==> config.mk <==
export PLATFORM = sky130hd
export DESIGN_NAME = mem_arbiter
export DESIGN_NICKNAME = d
export VERILOG_FILES = /design/src/rtl/common_types_pkg.sv /design/src/rtl/mem_arbiter.sv
export SDC_FILE = /design/constraint.sdc
export NUM_CORES = 1
export LEC_CHECK = 0
export CAP_MARGIN = 20
export CORE_AREA = 2 2 105 107
export DETAILED_ROUTE_END_ITERATION = 6
export DIE_AREA = 0 0 107 109
export PLACE_DENSITY = 0.64
export SLEW_MARGIN = 0
export SYNTH_ARGS = -nofsm -noshare
export SYNTH_HDL_FRONTEND = slang
export SYNTH_SLANG_ARGS = --single-unit
==> constraint.sdc <==
create_clock -name clk -period 3.2 [get_ports clk]
set_input_delay 0.64 -clock clk [delete_from_list [all_inputs] [get_ports clk]]
set_output_delay 0.64 -clock clk [all_outputs]
set_load 0.005 [all_outputs]
==> src/rtl/common_types_pkg.sv <==
// Shared types for the memory-side arbitration path.
package common_types_pkg;

   localparam int unsigned ADDR_W_DEF = 32;
   localparam int unsigned DATA_W_DEF = 32;

   // Status reported by the single-port memory and forwarded to the masters.
   typedef enum logic [1:0] {
      RAM_IDLE = 2'd0,
      RAM_WAIT = 2'd1,
      RAM_DONE = 2'd2
   } ram_state_t;

   // Ownership of the memory channel.
   typedef enum logic [1:0] {
      ARB_IDLE  = 2'd0,
      ARB_IBUSY = 2'd1,
      ARB_DBUSY = 2'd2
   } arb_state_t;

   // Master most recently granted, used for round-robin tie breaks.
   typedef enum logic {
      GRANT_I = 1'b0,
      GRANT_D = 1'b1
   } grant_t;

endpackage : common_types_pkg

==> src/rtl/mem_arbiter.sv <==
// Two-master round-robin arbiter in front of the single-port I/D memory.
// The winner of an idle cycle drives the memory in that same cycle.
module mem_arbiter
   import common_types_pkg::*;
#(
   parameter int unsigned ADDR_W = ADDR_W_DEF,
   parameter int unsigned DATA_W = DATA_W_DEF
) (
   input  logic                clk,
   input  logic                nrst,
   // fetch master (read only)
   input  logic                i_ren,
   input  logic [ADDR_W-1:0]   i_addr,
   output logic [DATA_W-1:0]   i_load,
   output ram_state_t          i_state,
   // load/store master
   input  logic                d_ren,
   input  logic [DATA_W/8-1:0] d_wen,
   input  logic [ADDR_W-1:0]   d_addr,
   input  logic [DATA_W-1:0]   d_store,
   output logic [DATA_W-1:0]   d_load,
   output ram_state_t          d_state,
   // memory channel
   output logic                ram_ren,
   output logic [DATA_W/8-1:0] ram_wen,
   output logic [ADDR_W-1:0]   ram_addr,
   output logic [DATA_W-1:0]   ram_store,
   input  logic [DATA_W-1:0]   ram_load,
   input  ram_state_t          ram_state
);

   arb_state_t state, state_nxt;
   grant_t     last_grant, last_grant_nxt;
   grant_t     pick;
   logic       pick_valid;
   logic       i_req, d_req;
   logic       gnt_i, gnt_d;
   logic       first_cycle;

   assign i_req  = i_ren;
   assign d_req  = d_ren | (|d_wen);

   // Read data is shared; each master only trusts it on its own DONE.
   assign i_load = ram_load;
   assign d_load = ram_load;

   // Two-way round-robin pick: a tie goes to the master not served last.
   always_comb begin
      pick_valid = i_req | d_req;
      if (i_req && d_req) begin
         pick = (last_grant == GRANT_I) ? GRANT_D : GRANT_I;
      end else if (i_req) begin
         pick = GRANT_I;
      end else begin
         pick = GRANT_D;
      end
   end

   // State and round-robin history registers.
   always_ff @(posedge clk or negedge nrst) begin
      if (!nrst) begin
         state      <= ARB_IDLE;
         last_grant <= GRANT_D;
      end else begin
         state      <= state_nxt;
         last_grant <= last_grant_nxt;
      end
   end

   // Next-state, grant routing and status outputs.
   always_comb begin
      state_nxt      = state;
      last_grant_nxt = last_grant;
      gnt_i          = 1'b0;
      gnt_d          = 1'b0;
      first_cycle    = 1'b0;
      ram_ren        = 1'b0;
      ram_wen        = '0;
      ram_addr       = '0;
      ram_store      = '0;
      i_state        = i_req ? RAM_WAIT : RAM_IDLE;
      d_state        = d_req ? RAM_WAIT : RAM_IDLE;

      unique case (state)
         ARB_IDLE: begin
            if (pick_valid) begin
               first_cycle    = 1'b1;
               last_grant_nxt = pick;
               if (pick == GRANT_I) begin
                  gnt_i     = 1'b1;
                  state_nxt = ARB_IBUSY;
               end else begin
                  gnt_d     = 1'b1;
                  state_nxt = ARB_DBUSY;
               end
            end
         end
         ARB_IBUSY: begin
            gnt_i = 1'b1;
            if (!i_req || ram_state == RAM_DONE) state_nxt = ARB_IDLE;
         end
         ARB_DBUSY: begin
            gnt_d = 1'b1;
            if (!d_req || ram_state == RAM_DONE) state_nxt = ARB_IDLE;
         end
         default: state_nxt = ARB_IDLE;
      endcase

      // While reset is held nothing reaches the memory and both masters see IDLE.
      if (!nrst) begin
         gnt_i   = 1'b0;
         gnt_d   = 1'b0;
         i_state = RAM_IDLE;
         d_state = RAM_IDLE;
      end

      // A stale DONE seen in the grant cycle belongs to no one.
      if (gnt_i) begin
         if (i_req) begin
            ram_ren  = i_ren;
            ram_addr = i_addr;
         end
         i_state = (first_cycle && ram_state == RAM_DONE) ? RAM_WAIT : ram_state;
      end

      if (gnt_d) begin
         if (d_req) begin
            ram_ren   = d_ren;
            ram_wen   = d_wen;
            ram_addr  = d_addr;
            ram_store = d_store;
         end
         d_state = (first_cycle && ram_state == RAM_DONE) ? RAM_WAIT : ram_state;
      end
   end

endmodule : mem_arbiter
==> results.yml, run 1 <==
power_and_ir_drop:
  switching_share_pct: 34.0
  power.share.sequential_pct: 8.0
  p_leak_nw: 1.56
  switchingPower_mw: 0.407
  peakVddDrop_mv: 0.134
  p_clk_share_pct: 9.2
  p_per_area_mw_per_mm2: 375
  combPwrFrac_pct: 82.7
  internal_power_mw: 0.791
synthesis:
  yosys_warnings: 0
  synth_area_per_cell_um2: 7.83
  syn_nets: 319
  synthArstFlopShare_pct: 100
  ys_ff_latch: 3
  synth_seq_area_share_pct: 5.38
  syn_inst: 181
  synth.distinct_cells: 31
  synth_edf_count: 0
  synth.cell_area_mm2: 0.00142
  ys.flop_type: "dfrtp_1"
layout:
  drive_gt1_share_pct: 18.8
  num-nets-final: 448
  area_delta_synth_final_pct: 126
  n_fill_cell: 1091
  diodes: 0
routing:
  wl_per_cell_um: 15.2
  via_per_inst: 3.91
  first_pass_iters: 4
  vias: 1754
  drtIter0Drc: 83
  remaining_drc_errors: 0
  wirelength_um: 6840
  drtAntennaViolNets: 0
grt:
  grt_start_max_net_pins: 54
  grt_pass1_wl_um: 8310
  grt_pass1_vias: 1639
  gr-total-overflow: 0
  antenna_found_initial: 0
  grt_usage_pct: 8.85
run:
  drv_cap: 0
clocking:
  cts_tree: "done"
  htree_levels: 1
  clock_sinks: 3
  worst_skew_pair.late_latency_ns: 0.22
  root_buffer: "clkbuf_8"
  clockBufferDepth: 2
  clk_pin_slew_ns: 0.03
  numCtsBuffers: 3
outcome:
  status: "completed"
setup_path:
  cp.required_ns: 2.56
  crit_path_cell_trace: "dlygate4sd2_1 -> nor3_4 -> buf_4 -> buf_4 -> a21oi_4 -> buf_6 -> buf_12 -> a22o_2 -> clkdlybuf4s50_1"
  worstPathArrival_ns: 2.52
  cp-start-kind: "input port"
  critPathSlowestCell: "clkdlybuf4s50_1"
  critPathMaxFanout: 14
  cpMostUsedCell: "buf_4"
  critPathCaptureType: "output pin"
  path_class: "input port to output pin"
  cp_slowest_stage_delay_ns: 0.44
floorplanning:
  start_util_pct: 13.4
  rows: 38
  core_area_mm2: 0.0106
  ioPinCount: 275
  chipWidth_um: 107
  die-area_mm2: 0.0117
  die_y_um: 109
place:
  hpwlAfterDp_um: 4780
  io_buffers: 178
  post-place-ws_ns: -0.123
  place.gp.congestion: 0.823
sta:
  slew_viol_final: 0
  rsz0062_at_grt: "yes"
  fmax_ghz: 0.317
  finalWorstPathRequiredPeriod_ns: 3.16
  layout_setup_ws_ns: 0.0436
  slew_headroom_pct: 74.3
  final.setup_skew_ns: 0.00303
  worst_pin_slew_ns: 0.376
  hold_viol: 0
  hold_slack_ns: 0.566
  fin_crit_sh_pct: 98.6
  setup_viol: 0
min_path:
  hold_class: "flop to flop"
==> power groups by stage <==
stage                     registers [mW]  logic, mW  clock network (mW)
after floorplan                   0.0737      0.422                   0
after global placement            0.0956      0.895                   0
after detailed placement          0.0942      0.898                   0
after CTS                         0.0943      0.922               0.114
after global routing              0.0989       1.06               0.115
final                             0.0963      0.991               0.111
==> worst max-delay path, delay by kind of cell <==
kind	cells	cell delay (ns)
AOI/OAI and AO/OA	2	0.34
and+or+nand+nor	1	0.25
buffers and inverters	6	1.26
==> final timing paths <==
check / from / endpoint / slack [ns] / cells after the start
min in group asynchronous: nrst / state[1] / 0.82 / 2
worst max-delay path: d_wen[0] / ram_addr[25] / 0.04 / 9
max in group asynchronous: nrst / last_grant / 2.19 / 2
worst min-delay path: last_grant / last_grant / 0.57 / 2
worst min register to register: last_grant / last_grant / 0.57 / 2
worst max register to register: last_grant / state[0] / 1.96 / 3
==> registers in the layout, summed over array words and instances, names as in the netlist <==
signal / count
state: 2
last_grant: 1
==> final cells by class <==
class                   instances  area [µm²]  area share [%]
clock buffers                   4        45.0            1.41
repair buffers                198        2090            65.5
inverters                       2        7.51           0.235
multi-input cells             102         801            25.0
flip-flops and latches          3        76.3            2.39
well taps                     140         175            5.48
==> synth_stat cells (2+ instances only) <==
master | n | area share (%)
buf_4 | 64 | 34
and2_1 | 35 | 15
a22o_2 | 28 | 20
a21oi_1 | 4 | 1.4
a22o_1 | 4 | 2.5
buf_2 | 4 | 1.4
nand3b_1 | 4 | 2.1
buf_6 | 3 | 2.4
clkbuf_1 | 3 | 0.79
nand2_1 | 3 | 0.79
nor2_1 | 3 | 0.79
a31oi_1 | 2 | 0.88
and3_1 | 2 | 0.88
dfrtp_1 | 2 | 3.5
inv_1 | 2 | 0.53
nand3_1 | 2 | 0.71
nor3_1 | 2 | 0.71
==> kinds of logic (layout without fill, tap and decap cells) <==
| group | Yosys count | in the layout | synth area share (%) |
|---|---|---|---|
| buf+inv | 76 | 204 | 39.0 |
| flops | 3 | 3 | 5.38 |
| mux | 1 | 1 | 0.706 |
| simple gates | 56 | 56 | 25.7 |
| compound gates | 45 | 45 | 29.2 |
==> timing repair <==
item	in CTS	in global routing
setup buffers	2	2
pin swaps	4	3
gates cloned	1	4
resized for setup	9	29
hold buffers	0	0
endpoints found under the setup margin	33	53
hold endpoints to repair	0	0
==> stage by stage <==
stage / power (mW) / utilization, % / cells / setup TNS (ns) / instance area [µm²]
detailed placement: 0.992 / 27.8 / 436 / -3.00 / 2940
finish: 1.20 / 30.2 / 449 / 0 / 3200
CTS: 1.13 / 28.6 / 443 / 0 / 3030
floorplan: 0.496 / - / 181 / 0 / 1420
global route: 1.28 / 30.2 / 449 / -0.228 / 3200
global placement: 0.991 / 27.8 / 436 / -1.08 / 2940
==> routing by layer <==
layer / track usage (%) / share of wire (%) / vias to the layer above
li1: - / - / 825
met1: 9.28 / 37 / 785
met2: 16.3 / 50 / 129
met3: 2.99 / 11 / 15
met4: 3.43 / 1.4 / 0
met5: 0 / 0 / -
==> cell usage in the layout, fill, tap and decap left out, types with 2 or more instances in the layout <==
master,Yosys,layout
nand3b_1,4,4
clkbuf_16,0,2
buf_12,0,2
nand3_1,2,2
nor2_1,3,3
buf_6,3,5
and3_1,2,2
dlygate4sd2_1,0,6
inv_1,2,2
buf_4,64,9
nor3_1,2,2
dlymetal6s2s_1,0,25
a22o_1,4,4
clkdlybuf4s50_1,0,147
dfrtp_1,2,2
clkbuf_8,0,3
a22o_2,28,28
nand2_1,3,3
a21oi_1,4,4
a31oi_1,2,2
and2_1,35,35
(Power assumes the default switching activity.)
==> run 2, diff against run 1 <==
GPL_TIMING_DRIVEN = 0   (was default)
SKIP_CTS_REPAIR_TIMING = 1   (was default)
==> run 2 against run 1 <==
Effect of this change: register-to-register slack barely moved; critical path type unchanged; maximum frequency increased by 0.39%; sequential power decreased by 19%; power rose by 6.2%; first-iteration DRC count decreased by 17%; clock-buffer cell count stayed put; worst hold slack got worse by 0.26 ns; sequential cell count unchanged; largest cell class unchanged; largest power group unchanged; final cell count rose by 29%.
==> results.yml, run 2 (same netlist as run 1, synthesis figures left out) <==
setup_path:
  ff2ff_setup_slack_ns: 1.97
  path_class: "input port to output pin"
  path_buf_inv: 6
  crit_path_cell_trace: "dlymetal6s2s_1 -> nor3_4 -> buf_4 -> buf_6 -> a21oi_4 -> buf_12 -> buf_2 -> a22o_2 -> clkdlybuf4s50_1"
  cp-start-kind: "input port"
  cp_slowest_stage_delay_ns: 0.47
  critPathMaxFanout: 10
  critPathSlowestCell: "clkdlybuf4s50_1"
  crit_family: "buffers and inverters"
  cp.required_ns: 2.56
  critPathCaptureType: "output pin"
  worstPathArrival_ns: 2.50
place:
  place.gp.congestion: 0.760
  place_inst: 563
  io_buffers: 242
  post-place-ws_ns: -0.515
  hpwlAfterDp_um: 6210
floorplanning:
  start_util_pct: 13.4
  ioPinCount: 275
  core_area_mm2: 0.0106
  chipWidth_um: 107
  rows: 38
  die_y_um: 109
  die-area_mm2: 0.0117
layout:
  final_common_cell: "clkdlybuf4s50_1"
  top_regs: "state: 2 flops, last_grant: 1 flops"
  diodes: 0
  largest_register: "state"
  final_cell_mix: "234 x clkdlybuf4s50_1, 72 x buf_4, 35 x and2_1, 28 x a22o_2, 8 x dlymetal6s2s_1"
  drive_gt1_share_pct: 27.5
  area_delta_synth_final_pct: 195
  final_cells: 577
  num-nets-final: 576
  largest_reg_flops: 2
routing:
  first_pass_iters: 4
  wirelength_um: 7220
  vias: 2192
  drtIter0Drc: 69
  remaining_drc_errors: 0
  wl_per_cell_um: 12.5
  via_per_inst: 3.80
  drtAntennaViolNets: 0
power_and_ir_drop:
  p_total_mw: 1.27
  peakVddDrop_mv: 0.113
  p_leak_nw: 1.78
  p_per_area_mw_per_mm2: 304
run:
  drv_cap: 0
grt:
  use_met1_pct: 9.89
  grt_pass1_wl_um: 9600
  top_usage_layer: "met2"
  gr-total-overflow: 0
  grt.met2_usage_pct: 20.6
  grt_pass1_vias: 2045
  use_met3_pct: 3.23
  grt_usage_pct: 10.1
  antenna_found_initial: 0
  grt_start_max_net_pins: 11
sta:
  setup_viol: 0
  hold_viol: 0
  slew_headroom_pct: 70.3
  final.setup_skew_ns: 0.00135
  fmax_ghz: 0.318
  layout_setup_ws_ns: 0.0560
  hold_slack_ns: 0.304
  finalWorstPathRequiredPeriod_ns: 3.14
  worst_pin_slew_ns: 0.446
  slew_viol_final: 0
  fin_crit_sh_pct: 98.2
clocking:
  cts_tree: "done"
  clockBufferDepth: 2
  worst_skew_pair.late_latency_ns: 0.21
  root_buffer: "clkbuf_8"
  htree_levels: 1
  clock_sinks: 3
  numCtsBuffers: 3
  clk_pin_slew_ns: 0.03
outcome:
  status: "completed"
min_path:
  hold_class: "input port to asynchronous set/reset pin"
[run 2: per-layer routing]
metal	up-vias	wire (µm)
met5	-	0
met4	0	48
met3	4	882
met2	142	3900
met1	971	2390
li1	1075	-
[run 2: where the power goes]
group | switching, mW | internal (mW)
Sequential | 0.0201 | 0.0579
Combinational | 0.355 | 0.732
Clock | 0.0238 | 0.0848
Total | 0.398 | 0.874
[run 2: stage by stage]
step / utilization (%) / setup TNS (ns) / area, µm²
6_report: 39.5 / 0 / 4190
5_1_grt: 39.5 / -0.270 / 4190
4_1_cts: 38.3 / -30.11 / 4060
3_5_place_dp: 37.9 / -30.02 / 4020
3_3_place_gp: 37.9 / -28.11 / 4020
2_1_floorplan: - / 0 / 1420
[run 2: worst paths after layout]
check,from,endpoint,depth (start not counted)
worst max-delay path,d_wen[3],ram_addr[12],9
worst min-delay path,nrst,state[0],1
worst max register to register,last_grant,state[0],3
worst min register to register,last_grant,last_grant,2
max in group asynchronous,nrst,last_grant,1
min in group clk,last_grant,last_grant,2
[run 2: layout make-up]
cell class                 count  area (µm²)
multi-input combinational    102         801
fill                        1035        6410
timing repair buffer         252        2530
clock buffer                   4        45.0
sequential                     3        76.3
tap                          140         175
buffer                        74         549
inverter                       2        7.51
==> run 3, diff against run 2 <==
CAP_MARGIN = 0   (was 20)
PLACE_DENSITY = default   (was 0.64)
==> run 3 against run 2 <==
Effect of this change: critical path depth fell by 1; setup slack worse by 0.011 ns; global-route usage increased by 0.95 points; final cell count is 0.35% higher; clock power rose by 6%; critical endpoint is now ram_addr[7].
==> results.yml, run 3 (same netlist as run 1, synthesis figures left out) <==
outcome:
  status: "completed"
layout:
  final_cells: 579
  num-nets-final: 578
  top_regs: "state: 2 flops, last_grant: 1 flops"
  n_fill_cell: 1061
  fin_util_pct: 40.1
  largest_reg_flops: 2
  final_cell_mix: "218 x clkdlybuf4s50_1, 74 x buf_4, 35 x and2_1, 28 x a22o_2, 24 x dlymetal6s2s_1"
  final_common_cell: "clkdlybuf4s50_1"
  diodes: 0
  largest_register: "state"
  drive_gt1_share_pct: 28.2
  area_delta_synth_final_pct: 200
setup_path:
  critPathCaptureType: "output pin"
  crit_path_cell_trace: "dlymetal6s2s_1 -> nor3_4 -> a211oi_4 -> nor4b_4 -> buf_4 -> buf_8 -> a22o_2 -> clkdlybuf4s50_1"
  cp-endpoint: "ram_addr[7]"
  critPathMaxFanout: 9
  cp.required_ns: 2.56
  crit_family: "buffers and inverters"
  worstRegToRegCells: 4
  path_class: "input port to output pin"
  crit_start: "d_wen[3]"
  path_buf_inv: 4
  critPathSlowestCell: "clkdlybuf4s50_1"
  ff2ff_setup_slack_ns: 2.09
  regToRegStartpoint: "state[1]"
  cp_slowest_stage_delay_ns: 0.50
  r2r-end: "last_grant"
  worstPathArrival_ns: 2.51
  cp-start-kind: "input port"
  cp_num_cells: 8
grt:
  gr-total-overflow: 0
  grt_start_max_net_pins: 11
  grt_pass1_vias: 2203
  grt_usage_pct: 11.1
  grt_pass1_wl_um: 10400
  antenna_found_initial: 0
routing:
  remaining_drc_errors: 0
  drtAntennaViolNets: 0
  via_per_inst: 3.86
  vias: 2236
  drtIter0Drc: 58
  wirelength_um: 7510
  wl_per_cell_um: 13.0
  first_pass_iters: 4
sta:
  slew_headroom_pct: 66.2
  setup_viol: 0
  final.setup_skew_ns: 0.00615
  fmax_ghz: 0.317
  worst_pin_slew_ns: 0.507
  fin_crit_sh_pct: 98.6
  hold_viol: 0
  slew_viol_final: 0
  finalWorstPathRequiredPeriod_ns: 3.15
place:
  hpwlAfterDp_um: 6530
  place_inst: 563
  io_buffers: 242
  place.gp.congestion: 0.852
power_and_ir_drop:
  p_leak_nw: 2.04
  p_clk_share_pct: 9.1
  combPwrFrac_pct: 84.7
  power.share.sequential_pct: 6.2
  internal_power_mw: 0.868
  switching_share_pct: 31.8
  p_per_area_mw_per_mm2: 299
  switchingPower_mw: 0.405
  peakVddDrop_mv: 0.132
floorplanning:
  rows: 38
  core_area_mm2: 0.0106
  die_y_um: 109
  die-area_mm2: 0.0117
  chipWidth_um: 107
  ioPinCount: 275
  start_util_pct: 13.4
clocking:
  numCtsBuffers: 3
  worst_skew_pair.late_latency_ns: 0.22
  root_buffer: "clkbuf_8"
  clock_sinks: 3
  clk_pin_slew_ns: 0.04
  cts_tree: "done"
  clockBufferDepth: 2
  htree_levels: 1
run:
  drv_cap: 0
min_path:
  hold_class: "input port to asynchronous set/reset pin"
[run 3: cell types whose count changed in the layout (fill, tap and decap cells not counted), sizes merged]
cell | before | now
dlymetal6s2s | 8 | 24
buf | 81 | 84
clkbuf | 7 | 6
clkdlybuf4s50 | 234 | 218
[run 3: final cells by class]
type	instances	area (µm²)	share of cell area (%)
buffer	74	561	13.2
clock buffer	4	45.0	1.06
inverter	2	7.51	0.176
multi-input combinational	102	801	18.8
sequential	3	76.3	1.79
tap	140	175	4.12
timing repair buffer	254	2590	60.9
[run 3: metrics by stage]
stage	setup TNS, ns	hold WS [ns]	total power, mW	setup slack [ns]	instance area, µm²
2_1_floorplan	0	0.344	0.496	0.818	1420
3_3_place_gp	-32.48	0.546	1.12	-0.554	4020
3_5_place_dp	-35.14	0.574	1.13	-0.588	4020
4_1_cts	-35.16	0.573	1.25	-0.592	4060
5_1_grt	-0.290	0.308	1.37	-0.0288	4250
6_report	0	0.294	1.27	0.0452	4250
[run 3: power by group through the flow]
stage | clock network [mW] | registers, mW | logic, mW
after floorplan | 0 | 0.0737 | 0.422
after global placement | 0 | 0.0774 | 1.05
after detailed placement | 0 | 0.0784 | 1.05
after CTS | 0.116 | 0.0782 | 1.06
after global routing | 0.122 | 0.0818 | 1.16
final | 0.115 | 0.0790 | 1.08
[run 3: worst min path at each step]
| stage | startpoint | to | depth (start not counted) |
|---|---|---|---|
| 3_3_place_gp | last_grant | last_grant | 2 |
| 3_5_place_dp | last_grant | last_grant | 2 |
| 6_report | nrst | state[1] | 1 |
| 2_1_floorplan | nrst | state[0] | 0 |
| 5_1_grt | nrst | state[0] | 1 |
| 4_1_cts | last_grant | last_grant | 2 |
[run 3: per-layer routing]
metal,global-route usage (%),part of all wire [%],up-vias,routed length (µm)
met4,1.95,0.81,0,61
met1,11.7,34,984,2590
met2,21.4,53,163,3960
met3,3.83,12,6,897
li1,-,-,1083,-
met5,0,0,-,0
